[config.mk]
export PLATFORM = sky130hd
export DESIGN_NAME = alu_operand_stage
export DESIGN_NICKNAME = d
export VERILOG_FILES = /design/src/rtl/alu_operand_stage_pkg.sv /design/src/rtl/alu_op_decode.sv /design/src/rtl/alu_operand_stage.sv
export SDC_FILE = /design/constraint.sdc
export NUM_CORES = 1
export LEC_CHECK = 0
export BUFFER_PORTS_ARGS = -buffer_cell sky130_fd_sc_hd__buf_4
export CORE_MARGIN = 5
export CORE_UTILIZATION = 40
export CTS_BUF_LIST = sky130_fd_sc_hd__clkbuf_2
export DETAILED_ROUTE_END_ITERATION = 12
export PLACE_DENSITY = 0.77
export SLEW_MARGIN = 40
export SYNTH_ARGS = -nofsm -noshare
export SYNTH_HDL_FRONTEND = slang
export SYNTH_SLANG_ARGS = --single-unit
[constraint.sdc]
create_clock -name clk -period 1.6 [get_ports clk]
set_input_delay 0.24 -clock clk [delete_from_list [all_inputs] [get_ports clk]]
set_output_delay 0.24 -clock clk [all_outputs]
set_load 0.01 [all_outputs]
[src/rtl/alu_operand_stage_pkg.sv]
// rtl/alu_operand_stage_pkg.sv - shared ALU control encodings and RV32I decode constants
package alu_operand_stage_pkg;

  typedef enum logic [3:0] {
    ALU_NONE = 4'b0000,
    ALU_AND  = 4'b0001,
    ALU_OR   = 4'b0010,
    ALU_XOR  = 4'b0011,
    ALU_SLL  = 4'b0101,
    ALU_SRL  = 4'b0110,
    ALU_SRA  = 4'b0111,
    ALU_ADD  = 4'b1000,
    ALU_SUB  = 4'b1100,
    ALU_SLT  = 4'b1101,
    ALU_SLTU = 4'b1111
  } alu_control_t;

  typedef enum logic [1:0] {A_ZERO, A_RS1, A_PC} a_sel_t;
  typedef enum logic [1:0] {B_ZERO, B_RS2, B_IMM, B_SHAMT} b_sel_t;

  localparam logic [6:0] OPC_OP     = 7'b0110011;
  localparam logic [6:0] OPC_OP_IMM = 7'b0010011;
  localparam logic [6:0] OPC_LUI    = 7'b0110111;
  localparam logic [6:0] OPC_AUIPC  = 7'b0010111;

  localparam logic [2:0] F3_ADD  = 3'b000;
  localparam logic [2:0] F3_SLL  = 3'b001;
  localparam logic [2:0] F3_SLT  = 3'b010;
  localparam logic [2:0] F3_SLTU = 3'b011;
  localparam logic [2:0] F3_XOR  = 3'b100;
  localparam logic [2:0] F3_SR   = 3'b101;
  localparam logic [2:0] F3_OR   = 3'b110;
  localparam logic [2:0] F3_AND  = 3'b111;

  // funct7b5 selects SUB only for register-register ops; it always selects SRA for shifts.
  function automatic alu_control_t funct3_to_control(input logic [2:0] f3, input logic f7b5,
                                                     input logic is_op);
    case (f3)
      F3_ADD:  return (is_op && f7b5) ? ALU_SUB : ALU_ADD;
      F3_SLL:  return ALU_SLL;
      F3_SLT:  return ALU_SLT;
      F3_SLTU: return ALU_SLTU;
      F3_XOR:  return ALU_XOR;
      F3_SR:   return f7b5 ? ALU_SRA : ALU_SRL;
      F3_OR:   return ALU_OR;
      default: return ALU_AND;
    endcase
  endfunction

endpackage

[src/rtl/alu_op_decode.sv]
// rtl/alu_op_decode.sv - combinational opcode/funct decode to ALU control and operand selects
module alu_op_decode
  import alu_operand_stage_pkg::*;
#(
  parameter int REG_ADDR_W = 5
) (
  input  logic [6:0]            opcode,
  input  logic [2:0]            funct3,
  input  logic                  funct7b5,
  input  logic [REG_ADDR_W-1:0] rd,
  output alu_control_t          control,
  output a_sel_t                a_sel,
  output b_sel_t                b_sel,
  output logic                  rd_we,
  output logic                  illegal
);

  always_comb begin
    control = ALU_NONE;
    a_sel   = A_ZERO;
    b_sel   = B_ZERO;
    illegal = 1'b0;
    case (opcode)
      OPC_OP: begin
        a_sel   = A_RS1;
        b_sel   = B_RS2;
        control = funct3_to_control(funct3, funct7b5, 1'b1);
        illegal = funct7b5 && (funct3 != F3_ADD) && (funct3 != F3_SR);
      end
      OPC_OP_IMM: begin
        a_sel   = A_RS1;
        // imm[10] carries funct7b5 for shifts, so only the shamt field may reach the ALU
        b_sel   = ((funct3 == F3_SLL) || (funct3 == F3_SR)) ? B_SHAMT : B_IMM;
        control = funct3_to_control(funct3, funct7b5, 1'b0);
        illegal = (funct3 == F3_SLL) && funct7b5;
      end
      OPC_LUI: begin
        a_sel   = A_ZERO;
        b_sel   = B_IMM;
        control = ALU_ADD;
      end
      OPC_AUIPC: begin
        a_sel   = A_PC;
        b_sel   = B_IMM;
        control = ALU_ADD;
      end
      default: illegal = 1'b1;
    endcase
    if (illegal) begin
      control = ALU_NONE;
      a_sel   = A_ZERO;
      b_sel   = B_ZERO;
    end
  end

  assign rd_we = !illegal && (rd != '0);

endmodule

[src/rtl/alu_operand_stage.sv]
// rtl/alu_operand_stage.sv - registered ALU operand stage with a 2-entry skid buffer
module alu_operand_stage
  import alu_operand_stage_pkg::*;
#(
  parameter int N          = 32,
  parameter int REG_ADDR_W = 5
) (
  input  logic                  clk,
  input  logic                  rst_n,
  input  logic                  flush,
  input  logic                  in_valid,
  output logic                  in_ready,
  input  logic [6:0]            in_opcode,
  input  logic [2:0]            in_funct3,
  input  logic                  in_funct7b5,
  input  logic [REG_ADDR_W-1:0] in_rd,
  input  logic [N-1:0]          in_pc,
  input  logic [N-1:0]          in_rs1,
  input  logic [N-1:0]          in_rs2,
  input  logic [N-1:0]          in_imm,
  output logic                  out_valid,
  input  logic                  out_ready,
  output logic [N-1:0]          out_a,
  output logic [N-1:0]          out_b,
  output logic [3:0]            out_control,
  output logic [REG_ADDR_W-1:0] out_rd,
  output logic                  out_rd_we,
  output logic                  out_illegal
);

  alu_control_t dec_control;
  a_sel_t       a_sel;
  b_sel_t       b_sel;
  logic         dec_rd_we;
  logic         dec_illegal;
  logic [N-1:0] op_a;
  logic [N-1:0] op_b;

  alu_op_decode #(.REG_ADDR_W(REG_ADDR_W)) u_decode (
    .opcode   (in_opcode),
    .funct3   (in_funct3),
    .funct7b5 (in_funct7b5),
    .rd       (in_rd),
    .control  (dec_control),
    .a_sel    (a_sel),
    .b_sel    (b_sel),
    .rd_we    (dec_rd_we),
    .illegal  (dec_illegal)
  );

  always_comb begin
    case (a_sel)
      A_RS1:   op_a = in_rs1;
      A_PC:    op_a = in_pc;
      default: op_a = '0;
    endcase
    case (b_sel)
      B_RS2:   op_b = in_rs2;
      B_IMM:   op_b = in_imm;
      B_SHAMT: op_b = {{(N-5){1'b0}}, in_imm[4:0]};
      default: op_b = '0;
    endcase
  end

  logic                  skid_full;
  logic [N-1:0]          skid_a;
  logic [N-1:0]          skid_b;
  logic [3:0]            skid_control;
  logic [REG_ADDR_W-1:0] skid_rd;
  logic                  skid_rd_we;
  logic                  skid_illegal;

  logic accept;
  logic out_free;

  assign in_ready = !skid_full;
  assign accept   = in_valid && in_ready;
  assign out_free = !out_valid || out_ready;

  always_ff @(posedge clk or negedge rst_n) begin
    if (!rst_n) begin
      out_valid    <= 1'b0;
      out_a        <= '0;
      out_b        <= '0;
      out_control  <= 4'b0000;
      out_rd       <= '0;
      out_rd_we    <= 1'b0;
      out_illegal  <= 1'b0;
      skid_full    <= 1'b0;
      skid_a       <= '0;
      skid_b       <= '0;
      skid_control <= 4'b0000;
      skid_rd      <= '0;
      skid_rd_we   <= 1'b0;
      skid_illegal <= 1'b0;
    end else if (flush) begin
      out_valid <= 1'b0;
      skid_full <= 1'b0;
    end else if (out_free) begin
      // skid_full implies in_ready=0, so draining the skid never races a new accept
      if (skid_full) begin
        out_valid   <= 1'b1;
        out_a       <= skid_a;
        out_b       <= skid_b;
        out_control <= skid_control;
        out_rd      <= skid_rd;
        out_rd_we   <= skid_rd_we;
        out_illegal <= skid_illegal;
        skid_full   <= 1'b0;
      end else if (accept) begin
        out_valid   <= 1'b1;
        out_a       <= op_a;
        out_b       <= op_b;
        out_control <= dec_control;
        out_rd      <= in_rd;
        out_rd_we   <= dec_rd_we;
        out_illegal <= dec_illegal;
      end else begin
        out_valid <= 1'b0;
      end
    end else if (accept) begin
      skid_full    <= 1'b1;
      skid_a       <= op_a;
      skid_b       <= op_b;
      skid_control <= dec_control;
      skid_rd      <= in_rd;
      skid_rd_we   <= dec_rd_we;
      skid_illegal <= dec_illegal;
    end
  end

endmodule
==> reports/metrics.yaml <==
clocking:
  insertion_delay_ns: 0.74
  root_buffer: "clkbuf_2"
  tritoncts: "built"
  cts_max_level: 4
  clock_path_buffers: 2
  cts_buffers: 17
  clkSlewWorstSetupHoldPaths_ns: 0.25
  cts.sinks: 152
drt:
  via_per_inst: 6.135
  wirelength_um: 37440
  wl_per_cell_um: 25.64
  vias: 8957
  firstDrtPassIters: 5
  drtIter0Drc: 761
  route.antenna.remaining_nets: 0
  drc_errors: 0
logic_synthesis:
  synth_top_cells_by_area: "dfrtp_1, a22oi_1, o21ai_0"
  synth_most_common_cell: "dfrtp_1"
  synth_common_cells: "dfrtp_1, nand2_1, o21ai_0, a21oi_1, a22oi_1"
  synthArstFlopShare_pct: 100.0
  postSynthAreaPerCell_sq_um: 9.424
  ys_ff_latch: 152
  ys.flop_type: "dfrtp_1"
  synth_top_family_by_area: "compound AO/OA/AOI/OAI gates"
  synth_edf_count: 0
  yosysWarnings: 0
  synth-compound-area-share_pct: 25.11
  synth-simple-area-share_pct: 14.06
  yosysSeqAreaShare_pct: 54.10
  synth_xor_area_share_pct: 0.2492
  synth_fa_ha_area_share_pct: 0.3559
  synth_cell_types: 43
  syn-cell-area_sq_mm: 0.007030
  synthMuxAreaShare_pct: 1.513
  synth_area_leader_cell: "dfrtp_1"
  synthCells: 746
  netlist.area_leader.share_pct: 54.10
  synth_nets: 897
timing:
  fmax_ghz: 0.5511
  slew_headroom_pct: 69.99
  finalCritPeriodShare_pct: 113.4
  drv_slew: 0
  hold_viol: 0
  tns_ns: -17.90
  finalSetupViolations: 153
  rsz0062_at_grt: "true"
  tightest_slew_ns: 0.4501
  fin_ws_ns: -0.2146
  finalCriticalPeriod_ns: 1.815
  fin_worst_skew_ns: 0.05601
global_routing:
  grt_first_pass_wirelength_um: 44260
  grt_use_total_pct: 27.75
  grt.overflow.total: 0
  grt_max_degree: 69
  grt_pass1_vias: 8307
  antenna_found_initial: 1
power:
  clockPowerShare_pct: 26.1
  switching_share_pct: 30.67
  ir_drop_mv: 0.3869
  p_comb_share_pct: 23.8
  power_leakage_nw: 6.244
  power_switching_mw: 2.475
  seqPwrFrac_pct: 50.1
  totalPowerFinal_mw: 8.071
  p_int_mw: 5.595
  p_per_area_mw_per_mm2: 577.0
worst_setup_path:
  critical_path_class: "flip-flop to flip-flop"
  critPathLaunchType: "flip-flop"
  cp.arrival_ns: 2.42
  cp-end-kind: "flip-flop"
  required_ns: 2.21
  crit_fanout: 8
finish:
  area_growth_pct: 98.95
  final_nets: 1371
  drive_above_1_share_pct: 52.96
floorplanning:
  initial_core_util_pct: 40.65
  core-area_sq_mm: 0.01730
  die-area_sq_mm: 0.02033
  chipWidth_um: 142.6
  fp.dieH_um: 142.6
  row_count: 48
  io_pins: 226
min_path:
  holdCritPathClass: "primary input to flip-flop"
run_status:
  status: "finished, violations left"
  violations: "negative setup slack"
place:
  portBuffers: 225
  gp_congestion: 0.8055
  place_hpwl_um: 14640
flow_run:
  drv_cap: 0
state kept, by name (all words and copies together) (netlist names):
register      cells
out_rd            5
skid_illegal      1
skid_full         1
out_b            32
out_a            32
out_control       4
skid_rd_we        1
skid_control      4
out_valid         1
out_illegal       1
skid_a           32
skid_b           32
out_rd_we         1
skid_rd           5
power groups by stage:
stage	Sequential (mW)	Clock [mW]	Combinational, mW
after floorplan	4.10	0	0.358
after global placement	4.08	0	1.04
after detailed placement	4.09	0	1.06
after CTS	4.02	2.03	1.51
after global routing	4.06	2.27	2.01
final	4.05	2.10	1.92
worst paths after layout:
kind / startpoint / to / slack, ns / depth (start not counted)
worst min register to register: skid_b[27] / skid_b[27] / 0.51 / 2
worst max register to register: skid_full / out_b[4] / -0.21 / 8
min in group asynchronous: rst_n / out_b[31] / 0.56 / 4
max in group asynchronous: rst_n / skid_full / 0.74 / 4
worst min-delay path: in_funct3[2] / out_control[1] / 0.11 / 4
worst max-delay path: skid_full / out_b[4] / -0.21 / 8
metal layers:
metal	vias up	global-route usage (%)	share of wire [%]
met5	-	0	0
met4	0	13.66	7.4
met3	237	7.460	11
met2	770	46.98	49
met1	4270	32.58	32
li1	3680	-	-
what timing repair did:
item,in CTS,in global routing
setup buffers,16,46
cloned,14,26
endpoints found under the setup margin,121,229
pin swaps,9,15
hold buffers,143,2
resized for setup,141,231
hold endpoints to repair,297,5
cells by family after synthesis:
kind of cell	Yosys count
AO/OA/AOI/OAI	294
XOR/XNOR	2
adder cells (fa/ha/maj)	2
buffers and inverters	76
flip-flops	152
multiplexers	10
AND/OR/NAND/NOR	210
stage by stage:
stage | setup slack, ns | std cells | hold WS [ns] | cell area, sq um | util, %
after floorplan | -0.4074 | 746 | -0.05559 | 7427 | -
after global placement | -0.5951 | 1180 | 0.1850 | 9651 | 55.79
after detailed placement | -0.6583 | 1180 | 0.1833 | 9651 | 55.79
after CTS | -0.2155 | 1385 | 0.001575 | 12220 | 70.63
after global routing | -0.2447 | 1459 | 0.06652 | 13980 | 80.85
final | -0.2146 | 1460 | 0.1089 | 13990 | 80.87
final cells by class:
type                    instances  area [sq um]
well taps                     225         281.5
inverters                       6         27.53
multi-input cells             519          4004
flip-flops and latches        152          3807
diodes                          2         5.005
clock buffers                  20         100.1
fillers                       858          3309
repair buffers                524          5658
clock inverters                12         103.9
layout by cell type, fill, tap and decap left out, types with 27 or more instances in the layout:
| cell | n |
|---|---|
| buf_4 | 225 |
| dfrtp_1 | 151 |
| dlygate4sd3_1 | 143 |
| buf_6 | 88 |
| o21ai_1 | 63 |
| nand2_1 | 55 |
| nand2_2 | 45 |
| a21oi_1 | 43 |
| o21ai_2 | 42 |
| a22oi_1 | 35 |
| a22oi_2 | 29 |
| nor3_2 | 29 |
| a21oi_2 | 27 |
| buf_12 | 27 |
critical path: stages, from the launching register on:
cell       delay, ns
dfrtp_4         0.53
buf_4           0.14
or2_4           0.24
and3_4          0.21
buf_6           0.14
nand3_4         0.07
buf_6           0.14
clkbuf_16       0.17
o21ai_1         0.08
(Power assumes the default switching activity.)
